<file path="src/rtl/sc_regshift_player_pkg.sv">
// Shared definitions for the player position datapath and the player state machines.
// Holds the shift-selection command codes and the default register geometry.
package sc_regshift_player_pkg;

    typedef enum logic [1:0] {
        SHIFTSEL_NOP   = 2'b00,
        SHIFTSEL_LEFT  = 2'b01,
        SHIFTSEL_RIGHT = 2'b10,
        SHIFTSEL_HOLD  = 2'b11
    } shiftsel_e;

    localparam int          DEFAULT_DATAWIDTH = 8;
    localparam logic [7:0]  DEFAULT_INIT_POS  = 8'b0001_0000;

endpackage

</file>
<file path="src/rtl/sc_regshift_player_onehot_check.sv">
// Combinational one-hot validity check with edge-bit flags.
// Shared by the player and opponent position registers.
module sc_onehot_check #(
    parameter int DATAWIDTH = 8
) (
    input  logic [DATAWIDTH-1:0] data_i,
    output logic                 valid_o,
    output logic                 msb_o,
    output logic                 lsb_o
);

    // x & (x-1) clears the lowest set bit; zero result with nonzero x means exactly one bit.
    logic [DATAWIDTH-1:0] low_cleared;

    assign low_cleared = data_i & (data_i - DATAWIDTH'(1));
    assign valid_o     = (data_i != '0) && (low_cleared == '0);
    assign msb_o       = data_i[DATAWIDTH-1];
    assign lsb_o       = data_i[0];

endmodule

</file>
<file path="src/rtl/sc_regshift_player.sv">
// Player position register: executes clear/load/shift commands on a one-hot position,
// reporting validity, edge flags, a blocked-shift bump pulse and a wrapping move count.
module sc_regshift_player
    import sc_regshift_player_pkg::*;
#(
    parameter int                   DATAWIDTH       = DEFAULT_DATAWIDTH,
    parameter logic [DATAWIDTH-1:0] INIT_POS        = DATAWIDTH'(DEFAULT_INIT_POS),
    parameter int                   MOVECOUNT_WIDTH = 4
) (
    input  logic                       SC_REGSHIFT_PLAYER_CLOCK_50,
    input  logic                       SC_REGSHIFT_PLAYER_RESET_InHigh,
    input  logic                       SC_REGSHIFT_PLAYER_clear_InLow,
    input  logic                       SC_REGSHIFT_PLAYER_load0_InLow,
    input  logic                       SC_REGSHIFT_PLAYER_load1_InLow,
    input  logic [1:0]                 SC_REGSHIFT_PLAYER_shiftselection_In,
    input  logic [DATAWIDTH-1:0]       SC_REGSHIFT_PLAYER_data0_In,
    input  logic [DATAWIDTH-1:0]       SC_REGSHIFT_PLAYER_data1_In,
    output logic [DATAWIDTH-1:0]       SC_REGSHIFT_PLAYER_data_Out,
    output logic                       SC_REGSHIFT_PLAYER_sidecomparator_OutLow,
    output logic                       SC_REGSHIFT_PLAYER_atLeft_OutLow,
    output logic                       SC_REGSHIFT_PLAYER_atRight_OutLow,
    output logic                       SC_REGSHIFT_PLAYER_bump_OutLow,
    output logic [MOVECOUNT_WIDTH-1:0] SC_REGSHIFT_PLAYER_movecount_Out
);

    logic [DATAWIDTH-1:0]       data_q, data_d;
    logic [MOVECOUNT_WIDTH-1:0] count_q, count_d;
    logic                       bump_q, bump_d;
    logic                       pos_valid, pos_msb, pos_lsb;
    shiftsel_e                  shift_sel;

    sc_onehot_check #(
        .DATAWIDTH(DATAWIDTH)
    ) u_onehot_check (
        .data_i  (data_q),
        .valid_o (pos_valid),
        .msb_o   (pos_msb),
        .lsb_o   (pos_lsb)
    );

    assign shift_sel = shiftsel_e'(SC_REGSHIFT_PLAYER_shiftselection_In);

    always_comb begin
        data_d  = data_q;
        count_d = count_q;
        bump_d  = 1'b1;
        if (!SC_REGSHIFT_PLAYER_clear_InLow) begin
            data_d  = INIT_POS;
            count_d = '0;
        end else if (!SC_REGSHIFT_PLAYER_load0_InLow) begin
            data_d = SC_REGSHIFT_PLAYER_data0_In;
        end else if (!SC_REGSHIFT_PLAYER_load1_InLow) begin
            data_d = SC_REGSHIFT_PLAYER_data1_In;
        end else if (pos_valid) begin
            // An invalid register silently ignores shifts: no move, no count, no bump.
            case (shift_sel)
                SHIFTSEL_LEFT: begin
                    if (pos_msb) begin
                        bump_d = 1'b0;
                    end else begin
                        data_d  = data_q << 1;
                        count_d = count_q + MOVECOUNT_WIDTH'(1);
                    end
                end
                SHIFTSEL_RIGHT: begin
                    if (pos_lsb) begin
                        bump_d = 1'b0;
                    end else begin
                        data_d  = data_q >> 1;
                        count_d = count_q + MOVECOUNT_WIDTH'(1);
                    end
                end
                default: ;
            endcase
        end
    end

    always_ff @(posedge SC_REGSHIFT_PLAYER_CLOCK_50) begin
        if (SC_REGSHIFT_PLAYER_RESET_InHigh) begin
            data_q  <= INIT_POS;
            count_q <= '0;
            bump_q  <= 1'b1;
        end else begin
            data_q  <= data_d;
            count_q <= count_d;
            bump_q  <= bump_d;
        end
    end

    assign SC_REGSHIFT_PLAYER_data_Out              = data_q;
    assign SC_REGSHIFT_PLAYER_sidecomparator_OutLow = pos_valid;
    assign SC_REGSHIFT_PLAYER_atLeft_OutLow         = ~pos_msb;
    assign SC_REGSHIFT_PLAYER_atRight_OutLow        = ~pos_lsb;
    assign SC_REGSHIFT_PLAYER_bump_OutLow           = bump_q;
    assign SC_REGSHIFT_PLAYER_movecount_Out         = count_q;

endmodule

</file>
<file path="config.mk">
export PLATFORM = sky130hd
export DESIGN_NAME = sc_regshift_player
export DESIGN_NICKNAME = d
export VERILOG_FILES = /design/src/rtl/sc_regshift_player_pkg.sv /design/src/rtl/sc_regshift_player_onehot_check.sv /design/src/rtl/sc_regshift_player.sv
export SDC_FILE = /design/constraint.sdc
export NUM_CORES = 1
export LEC_CHECK = 0
export ABC_AREA = 1
export ABC_CLOCK_PERIOD_IN_PS = 1600
export CORE_ASPECT_RATIO = 1.2
export CORE_MARGIN = 5
export CORE_UTILIZATION = 40
export DETAILED_ROUTE_END_ITERATION = 12
export PLACE_DENSITY = 0.73
export SYNTH_ARGS = -nofsm -noshare
export SYNTH_HDL_FRONTEND = slang
export SYNTH_SLANG_ARGS = --single-unit
</file>
<file path="constraint.sdc">
create_clock -name SC_REGSHIFT_PLAYER_CLOCK_50 -period 1.6 [get_ports SC_REGSHIFT_PLAYER_CLOCK_50]
set_input_delay 0.4 -clock SC_REGSHIFT_PLAYER_CLOCK_50 [delete_from_list [all_inputs] [get_ports SC_REGSHIFT_PLAYER_CLOCK_50]]
set_output_delay 0.4 -clock SC_REGSHIFT_PLAYER_CLOCK_50 [all_outputs]
set_load 0.01 [all_outputs]
</file>
==> qor.txt, run 1 <==
outcome -> finished with violations
failing checks -> setup timing
WS Path Type -> flop to output pin
first-pass GRT wire length -> 6203 µm
Overall Power -> 1.092 mW
most common flop cell mapped by yosys -> dfxtp_1
Crit Path Max Fanout -> 3
insertion delay to the later sink of the worst-skew pair -> 280 ps
fin crit share -> 105.6%
GPL Wtd Cong -> 0.9213
Post-Place Cells -> 276
global route overflow -> 0
Worst EP required -> 1200 ps
Max IR drop VDD -> 0.0004386 V
Post-Syn Instances -> 176
top post-synthesis cells by area -> dfxtp_1, nand2_1, nand3_1
final antenna-violating net count -> 0
Final Max Slew Viols -> 0
nets -> 277
Slew @ Worst Pin -> 271.7 ps
Mean Syn Cell Area -> 6.256 µm²
Max clock buf depth -> 2
drt total wl -> 4083 µm
Hold WC Path Type -> flop to flop
Buf/Inv on CP -> 2
Die Area -> 0.003906 mm²
fin crit period -> 1690 ps
Layout Cells excl Fill -> 283
Synth Net Count -> 202
ys async rst share -> 0%
Post-synth EDFFs -> 0
Placed Area -> 0.001737 mm²
CTS sink cnt -> 13
CP endpoint kind -> output pin
PnR worst setup slack -> -89.69 ps
post-synth top area share -> 23.64%
drc violations -> 0
max incr delay on CP -> 350 ps
pre-CTS setup slack -> -489.5 ps
crit-path cells -> inv_1 -> nand2_2 -> nand2_1 -> nand2_2 -> nand2_4 -> nor2_4 -> buf_6
xor/xnor share of the synthesized area -> 1.591%
Ant. Diodes -> 0
Setup-failing EPs final -> 1
FF+latch area -> 274.0 µm²
Final Cell Area -> 0.001892 mm²
Synth Area in Adders -> 3.409%
Synth Warn # -> 0
Total Routing Usage GR -> 20.54%
Site Rows -> 20
most frequent cells in the layout -> nand2_1, buf_4, clkdlybuf4s50_1
fmax -> 0.5918 GHz
detailed placement HPWL -> 2975 µm
input/output buffers -> 38
Yosys top cell by area -> dfxtp_1
CP arrival -> 1290 ps
max cap viols -> 0
routed via count -> 1467
area share of and/or/nand/nor cells after synthesis -> 44.89%
Final Hold Fails -> 0
Routed wire per std cell -> 14.43 µm
Worst path most repeated cell -> nand2_2
CP max-delay cell -> dfxtp_2
Slew headroom -> 81.73%
Ports -> 39
Seq/Total Area, Yosys -> 23.64%
pwr/cell area -> 577.0 mW/mm²
Setup Skew -> 0.6058 ps
Synth Register Bits -> 13
RSZ-0062 raised after global routing -> yes
DRT iter0 DRCs -> 66
Layout fillers -> 224
via density per instance -> 5.184
critical path launch point type -> flop
H-tree levels -> 1
pin count of the biggest net entering global routing -> 12
layout overhead on the synthesized area -> 71.82%
vias in the first global route -> 1415
TritonCTS buffer count -> 3
Top Family by Delay on Critical Path -> simple AND/OR/NAND/NOR gates
worst hold slack -> 495.0 ps
root buffer cell -> clkbuf_4
Post-Syn Area -> 0.001101 mm²
multiplexer area fraction after synthesis -> 0%
complex-gate fraction of the synthesized area -> 15.91%
largest family of logic cells by synthesized area -> simple AND/OR/NAND/NOR gates
Pleak -> 0.9163 nW
Synth cell types -> 29
CTS tree -> built
clk slew on worst S/H paths -> 90 ps
die height -> 67.48 µm
commonest non-fill, non-tap cell in the layout -> nand2_1
antenna violations before repair -> 0
layout cells sized above 1 -> 32.00%
Core ar. -> 0.002577 mm²
Die W -> 57.90 µm
area of the multi-input gates -> 823.3 µm²
First-pass DRT Iterations -> 4
Initial Util -> 42.72%
[Yosys cell counts (2+ instances only)]
cell / number
nand2_1: 44
nor2_1: 20
nand3_1: 19
inv_1: 18
a21oi_1: 16
dfxtp_1: 13
o21ai_0: 9
nand2_2: 8
ha_1: 3
buf_4: 2
buf_6: 2
inv_2: 2
nor2_2: 2
nor2_4: 2
o211ai_1: 2
[area by class of cell]
cell class,instances,share of cell area [%]
clock buffers,4,1.389
inverters,20,3.968
multi-input cells,139,43.52
flip-flops and latches,13,14.48
well taps,33,2.183
repair buffers,74,34.46
[through the flow]
step / setup TNS [ps] / utilization [%]
final: -89.69 / 73.40
after global routing: -456.6 / 73.40
after CTS: -176.0 / 69.61
after detailed placement: -5506 / 67.38
after global placement: -4694 / 67.38
after floorplan: 0 / -
[final timing paths]
path	start	to	slack, ps	depth (start not counted)
max reg2reg	SC_REGSHIFT_PLAYER_data_Out[4]	SC_REGSHIFT_PLAYER_movecount_Out[1]	30	9
min reg2reg	SC_REGSHIFT_PLAYER_movecount_Out[3]	SC_REGSHIFT_PLAYER_movecount_Out[3]	500	2
min	SC_REGSHIFT_PLAYER_movecount_Out[3]	SC_REGSHIFT_PLAYER_movecount_Out[3]	500	2
max	SC_REGSHIFT_PLAYER_data_Out[6]	SC_REGSHIFT_PLAYER_sidecomparator_OutLow	-90	7
[worst min-delay path, cell delays in order, from the launching register on]
cell     delay (ps)
dfxtp_1         340
nand2_1          70
a21oi_1          50
[power by group]
group | switching, mW | internal [mW] | total [mW] | leakage, nW
Clock | 0.117 | 0.0967 | 0.214 | 0.0150
Combinational | 0.268 | 0.255 | 0.522 | 0.793
Sequential | 0.0165 | 0.339 | 0.355 | 0.109
[repair_timing]
item,CTS,global route
endpoints found under the setup margin,27,14
cloned,0,1
pin swaps,0,7
hold buffers,0,0
resized for setup,37,18
setup buffers,0,2
[flip-flops by register name, summed over array words and instances, names as in the netlist]
signal,count
SC_REGSHIFT_PLAYER_data_Out,8
SC_REGSHIFT_PLAYER_bump_OutLow,1
SC_REGSHIFT_PLAYER_movecount_Out,4
[kinds of logic after synthesis]
group                    Yosys count
AO/OA/AOI/OAI                     31
XOR/XNOR                           2
adder cells (fa/ha/maj)            3
buffers and inverters             25
flip-flops                        13
AND/OR/NAND/NOR                  102
[per-layer routing]
| metal | vias to the layer above | GRT usage, % | routed length (µm) |
|---|---|---|---|
| met3 | 8 | 2.486 | 247 |
| met2 | 60 | 36.30 | 2123 |
| met1 | 678 | 25.14 | 1657 |
| met4 | 0 | 8.116 | 54 |
| met5 | - | 0 | 0 |
| li1 | 721 | - | - |
No activity file was read; power rests on OpenSTA's default activity.
==> run 2: changes to the inputs <==
--- a/config.mk
+++ b/config.mk
@@ -11,7 +11,8 @@
 export CORE_MARGIN = 5
 export CORE_UTILIZATION = 40
 export DETAILED_ROUTE_END_ITERATION = 12
-export PLACE_DENSITY = 0.73
+export GPL_ROUTABILITY_DRIVEN = 0
+export PLACE_DENSITY_LB_ADDON = 0.12
 export SYNTH_ARGS = -nofsm -noshare
 export SYNTH_HDL_FRONTEND = slang
 export SYNTH_SLANG_ARGS = --single-unit
==> run 2 against run 1 <==
Effect of this change: the run still ends with setup timing left; sequential share of layout area is 0.14 points higher; cell count rose by 1.1%; hold slack got worse by 4.4 ps; non-clock buffer count grew 3; setup slack about the same; first-iteration DRC count rose by 24%; via count fell by 0.68%; critical endpoint unchanged; highest routed layer unchanged.
==> qor.txt, run 2 (same netlist as run 1, synthesis figures left out) <==
Total Routing Usage GR -> 21.25% (+0.71 points)
CP arrival -> 1290 ps (about the same)
Overall Power -> 1.098 mW (+0.57%)
Max IR drop VDD -> 0.0004798 V (+9.4%)
CTS hold repair buffers -> 0 (unchanged)
Ant. Diodes -> 0 (unchanged)
Post-Place Cells -> 278 (+0.72%)
FF+latch area -> 279.0 µm² (+1.8%)
outcome -> finished with violations
Final Max Slew Viols -> 0 (unchanged)
critical path launch point type -> flop
Finished Core Util -> 74.03% (+0.63 points)
R2R cell count -> 9 (unchanged)
H-tree levels -> 1 (unchanged)
failing checks -> setup timing
Levels on crit path -> 7 (unchanged)
CTS sink cnt -> 13 (unchanged)
CP max-delay cell -> dfxtp_4
CTS tree -> built
first-pass GRT wire length -> 6492 µm (+4.7%)
insertion delay to the later sink of the worst-skew pair -> 290 ps (about the same)
Hold Path Stages -> 2 (unchanged)
Layout Cells excl Fill -> 286 (+1.1%)
fin crit period -> 1689 ps (-0.2674 ps)
Routed wire per std cell -> 14.26 µm (-1.1%)
RR Startpoint -> SC_REGSHIFT_PLAYER_data_Out[5]
final antenna-violating net count -> 0 (unchanged)
drt total wl -> 4079 µm (about the same)
Top Family by Delay on Critical Path -> simple AND/OR/NAND/NOR gates
Worst EP required -> 1200 ps (about the same)
First-pass DRT Iterations -> 4 (unchanged)
nets -> 280 (+1.1%)
Crit Path Max Fanout -> 4 (+1)
fin crit share -> 105.6% (about the same)
pin count of the biggest net entering global routing -> 12 (unchanged)
drc violations -> 0 (unchanged)
Core ar. -> 0.002577 mm² (unchanged)
most frequent cells in the layout -> nand2_1, buf_4, nand3_1, clkdlybuf4s50_1, nor2_1
Slew @ Worst Pin -> 266.7 ps (-4.981 ps)
max cap viols -> 0 (unchanged)
fmax -> 0.5919 GHz (about the same)
Slew headroom -> 82.03% (+0.30 points)
vias in the first global route -> 1508 (+6.6%)
DRT iter0 DRCs -> 82 (+24%)
Max clock buf depth -> 2 (unchanged)
reg2reg end -> SC_REGSHIFT_PLAYER_movecount_Out[3]
Worst Hold Path EP -> SC_REGSHIFT_PLAYER_movecount_Out[0]
max incr delay on CP -> 360 ps (about the same)
Die Area -> 0.003906 mm² (unchanged)
PnR worst setup slack -> -89.42 ps (+0.2674 ps)
Setup-failing EPs final -> 1 (unchanged)
clk slew on worst S/H paths -> 90 ps (about the same)
root buffer cell -> clkbuf_4
area of the multi-input gates -> 825.8 µm² (+0.30%)
hold path startpoint -> SC_REGSHIFT_PLAYER_movecount_Out[0]
Hold WC Path Type -> flop to flop
Buf/Inv on CP -> 1 (-1)
layout cells sized above 1 -> 34.78% (+2.8 points)
Initial Util -> 42.72% (unchanged)
layout overhead on the synthesized area -> 73.30%
die height -> 67.48 µm (unchanged)
CP endpoint kind -> output pin
antenna violations before repair -> 0 (unchanged)
pwr/cell area -> 575.3 mW/mm² (-0.29%)
Worst path most repeated cell -> nor2_4
Setup Skew -> 5.240 ps (+4.634 ps)
Die W -> 57.90 µm (unchanged)
input/output buffers -> 38 (unchanged)
Site Rows -> 20 (unchanged)
global route overflow -> 0 (unchanged)
max FFs per register -> 8 (unchanged)
Ports -> 39 (unchanged)
TritonCTS buffer count -> 3 (unchanged)
commonest non-fill, non-tap cell in the layout -> nand2_1
crit-path cells -> nor2_4 -> nand2_2 -> nor2_4 -> nand2_2 -> nand2_4 -> nor2_4 -> buf_6
Final Hold Fails -> 0 (unchanged)
Worst R2R Setup Slack -> 70 ps (+40 ps)
WS Path Type -> flop to output pin
TNS Setup -> -89.42 ps (+0.2674 ps)
via density per instance -> 5.094 (-1.7%)
Pleak -> 0.9344 nW (+2.0%)
RSZ-0062 raised after global routing -> yes
detailed placement HPWL -> 3081 µm (+3.5%)
routed via count -> 1457 (-0.68%)
worst hold slack -> 490.6 ps (-4.439 ps)
Layout fillers -> 216 (-3.6%)
-- run 2: changes by cell type in the layout (fill, tap and decap cells not counted), sizes merged --
| cell | delta |
|---|---|
| buf | +3 |
| dlygate4sd2 | +1 |
| clkdlybuf4s50 | -1 |
-- run 2: worst max path at each step --
stage | end | startpoint | slack, ps
CTS | SC_REGSHIFT_PLAYER_sidecomparator_OutLow | SC_REGSHIFT_PLAYER_data_Out[4] | -110
detailed placement | SC_REGSHIFT_PLAYER_data_Out[1] | SC_REGSHIFT_PLAYER_shiftselection_In[0] | -500
global route | SC_REGSHIFT_PLAYER_sidecomparator_OutLow | SC_REGSHIFT_PLAYER_data_Out[5] | -150
finish | SC_REGSHIFT_PLAYER_sidecomparator_OutLow | SC_REGSHIFT_PLAYER_data_Out[5] | -90
global placement | SC_REGSHIFT_PLAYER_data_Out[6] | SC_REGSHIFT_PLAYER_shiftselection_In[1] | -450
floorplan | SC_REGSHIFT_PLAYER_data_Out[1] | SC_REGSHIFT_PLAYER_shiftselection_In[0] | 120
-- run 2: final cells by class --
class	instances	area share, %
clock buffers	4	1.377
inverters	20	3.934
multi-input cells	139	43.28
flip-flops and latches	13	14.62
well taps	33	2.164
repair buffers	77	34.62
-- run 2: stage by stage --
stage | instance area [µm²] | setup WS [ps]
global route | 1908 | -153.0
detailed placement | 1752 | -503.3
global placement | 1752 | -445.4
CTS | 1842 | -111.7
finish | 1908 | -89.42
floorplan | 1101 | 118.0
-- run 2: timing repair --
action | in CTS | in global routing
setup endpoints to repair | 26 | 14
resized for setup | 49 | 16
setup buffers | 2 | 1
cloned | 0 | 1
pin swaps | 5 | 6
-- run 2: worst register-to-register path, delay by kind of cell, from the launching register on --
family	cells	cell delay (ps)
AO/OA/AOI/OAI	1	60
AND/OR/NAND/NOR	7	870
buffers and inverters	1	140
flip-flops	1	360
-- run 2: metal layers --
layer  GRT usage, %  part of all wire (%)
met5              0                     0
met2          38.56                    51
met4          10.43                   2.6
met1          23.17                    39
met3          4.589                   6.5
-- run 2: power breakdown --
group,switching [mW],internal [mW]
Clock,0.123,0.0969
Sequential,0.0175,0.338
Combinational,0.267,0.255
Total,0.408,0.690
==> run 3: changes to the inputs <==
--- a/config.mk
+++ b/config.mk
@@ -11,8 +11,8 @@
 export CORE_MARGIN = 5
 export CORE_UTILIZATION = 40
 export DETAILED_ROUTE_END_ITERATION = 12
-export GPL_ROUTABILITY_DRIVEN = 0
 export PLACE_DENSITY_LB_ADDON = 0.12
+export SKIP_LAST_GASP = 1
 export SYNTH_ARGS = -nofsm -noshare
 export SYNTH_HDL_FRONTEND = slang
 export SYNTH_SLANG_ARGS = --single-unit
==> run 3 against run 2 <==
Effect of this change: the flow still finishes with violations (setup timing); maximum frequency rose by 0.83%; critical path depth is 1 lower; hold slack gained 11 ps; total power decreased by 2.3%; critical endpoint unchanged.
==> qor.txt, run 3 (same netlist as run 1, synthesis figures left out) <==
die height -> 67.48 µm (unchanged)
Routed wire per std cell -> 13.98 µm (-2.0%)
Layout Cells excl Fill -> 285 (-0.35%)
vias in the first global route -> 1459 (-3.2%)
Hold WC Path Type -> flop to flop
nets -> 279 (-0.36%)
Final Max Slew Viols -> 0 (unchanged)
via density per instance -> 5.070 (-0.48%)
RSZ-0062 raised after global routing -> yes
R2R cell count -> 9 (unchanged)
input/output buffers -> 38 (unchanged)
most frequent cells in the layout -> nand2_1, buf_4, clkdlybuf4s50_1
Worst path most repeated cell -> nor2_4
failing checks -> setup timing
Max IR drop VDD -> 0.0004065 V (-15%)
final antenna-violating net count -> 0 (unchanged)
Die Area -> 0.003906 mm² (unchanged)
Site Rows -> 20 (unchanged)
CTS tree -> built
reg2reg end -> SC_REGSHIFT_PLAYER_movecount_Out[0]
pin count of the biggest net entering global routing -> 12 (unchanged)
Placed Area -> 0.001767 mm² (+0.86%)
Pleak -> 0.9036 nW (-3.3%)
commonest non-fill, non-tap cell in the layout -> nand2_1
Final Hold Fails -> 0 (unchanged)
max cap viols -> 0 (unchanged)
first-pass GRT wire length -> 6444 µm (-0.74%)
Slew headroom -> 78.63% (-3.4 points)
max incr delay on CP -> 370 ps (about the same)
detailed placement HPWL -> 3122 µm (+1.3%)
drt total wl -> 3984 µm (-2.3%)
Initial Util -> 42.72% (unchanged)
pwr/cell area -> 577.1 mW/mm² (+0.30%)
CP max-delay cell -> dfxtp_4
First-pass DRT Iterations -> 4 (unchanged)
max FFs per register -> 8 (unchanged)
routed via count -> 1445 (-0.82%)
CP arrival -> 1280 ps (about the same)
Total Routing Usage GR -> 21.26% (about the same)
Post-Place Cells -> 280 (+0.72%)
crit-path cells -> nor2_4 -> nand3_2 -> nand2_2 -> nand2_4 -> nor2_4 -> buf_6
Core ar. -> 0.002577 mm² (unchanged)
crit path launch -> SC_REGSHIFT_PLAYER_data_Out[0]
hold path startpoint -> SC_REGSHIFT_PLAYER_movecount_Out[2]
worst hold slack -> 501.3 ps (+10.72 ps)
Worst R2R Setup Slack -> 30 ps (-40 ps)
Setup Skew -> 2.522 ps (-2.717 ps)
fin crit share -> 104.7% (-0.87 points)
layout overhead on the synthesized area -> 68.86%
Worst Hold Path EP -> SC_REGSHIFT_PLAYER_movecount_Out[2]
WS Path Type -> flop to output pin
Ant. Diodes -> 0 (unchanged)
Layout fillers -> 231 (+6.9%)
PnR worst setup slack -> -75.52 ps (+13.90 ps)
Hold Path Stages -> 2 (unchanged)
layout cells sized above 1 -> 32.54% (-2.2 points)
global route overflow -> 0 (unchanged)
Setup-failing EPs final -> 1 (unchanged)
RR Startpoint -> SC_REGSHIFT_PLAYER_data_Out[0]
GPL Wtd Cong -> 0.9187
clk slew on worst S/H paths -> 90 ps (about the same)
H-tree levels -> 1 (unchanged)
root buffer cell -> clkbuf_4
CP endpoint kind -> output pin
fmax -> 0.5968 GHz (+0.83%)
Slew @ Worst Pin -> 320.5 ps (+53.81 ps)
Max clock buf depth -> 2 (unchanged)
Crit Path Max Fanout -> 4 (unchanged)
area of the multi-input gates -> 785.8 µm² (-4.8%)
Final Cell Area -> 0.001859 mm² (-2.6%)
Worst EP required -> 1200 ps (about the same)
CTS sink cnt -> 13 (unchanged)
FF+latch area -> 279.0 µm² (unchanged)
Ports -> 39 (unchanged)
antenna violations before repair -> 0 (unchanged)
DRT iter0 DRCs -> 34 (-59%)
outcome -> finished with violations
drc violations -> 0 (unchanged)
TritonCTS buffer count -> 3 (unchanged)
Die W -> 57.90 µm (unchanged)
TNS Setup -> -75.52 ps (+13.90 ps)
fin crit period -> 1676 ps (-13.90 ps)
insertion delay to the later sink of the worst-skew pair -> 290 ps (about the same)
critical path launch point type -> flop
-- run 3: cell count changes in the layout (fill, tap and decap cells not counted), sizes merged --
cell and delta:
clkdlybuf4s15 -1, nand2 -1, dlygate4sd2 +2, dlymetal6s2s -1
-- run 3: routing by layer --
metal | wire length (µm) | up-vias | track usage, % | part of all wire (%)
met5 | 0 | - | 0 | 0
met2 | 1987 | 50 | 37.71 | 50
met3 | 244 | 6 | 4.398 | 6.1
li1 | - | 727 | - | -
met1 | 1697 | 662 | 24.34 | 43
met4 | 53 | 0 | 9.565 | 1.3
-- run 3: worst max path at each step --
stage	endpoint	slack (ps)	depth (start not counted)
detailed placement	SC_REGSHIFT_PLAYER_data_Out[1]	-570	10
global placement	SC_REGSHIFT_PLAYER_data_Out[6]	-490	10
CTS	SC_REGSHIFT_PLAYER_sidecomparator_OutLow	-100	6
floorplan	SC_REGSHIFT_PLAYER_data_Out[1]	120	10
global route	SC_REGSHIFT_PLAYER_sidecomparator_OutLow	-130	7
finish	SC_REGSHIFT_PLAYER_sidecomparator_OutLow	-80	6
-- run 3: critical path, delay by kind of cell, from the launching register on --
family	cells	cell delay, ps
AND/OR/NAND/NOR	5	510
buffers and inverters	1	110
flip-flops	1	370
-- run 3: per-stage QoR --
step	worst slack, ps	power (mW)	util, %
floorplan	118.0	0.5934	-
global placement	-491.7	0.8325	68.54
detailed placement	-565.2	0.8415	68.54
CTS	-100.6	1.055	71.12
global route	-130.9	1.135	72.14
finish	-75.52	1.073	72.14
-- run 3: where the power goes --
group          internal (mW)  switching (mW)  total, mW  leakage, nW
logic                  0.248           0.245      0.493        0.779
clock network         0.0970           0.127      0.224       0.0150
registers              0.338          0.0184      0.356        0.110
-- run 3: area by class of cell --
cell class,count,area share (%)
Clock buffer,4,1.413
Inverter,20,4.038
Multi-Input combinational cell,138,42.26
Sequential cell,13,15.01
Tap cell,33,2.221
Timing Repair Buffer,77,35.06
-- run 3: what timing repair did --
| item | CTS | global route |
|---|---|---|
| hold endpoints to repair | 0 | 0 |
| buffers inserted | 1 | 0 |
| hold buffers | 0 | 0 |
| endpoints found under the setup margin | 26 | 11 |
| pin swaps | 3 | 6 |
| cloned | 0 | 0 |
| gates resized for setup | 45 | 7 |
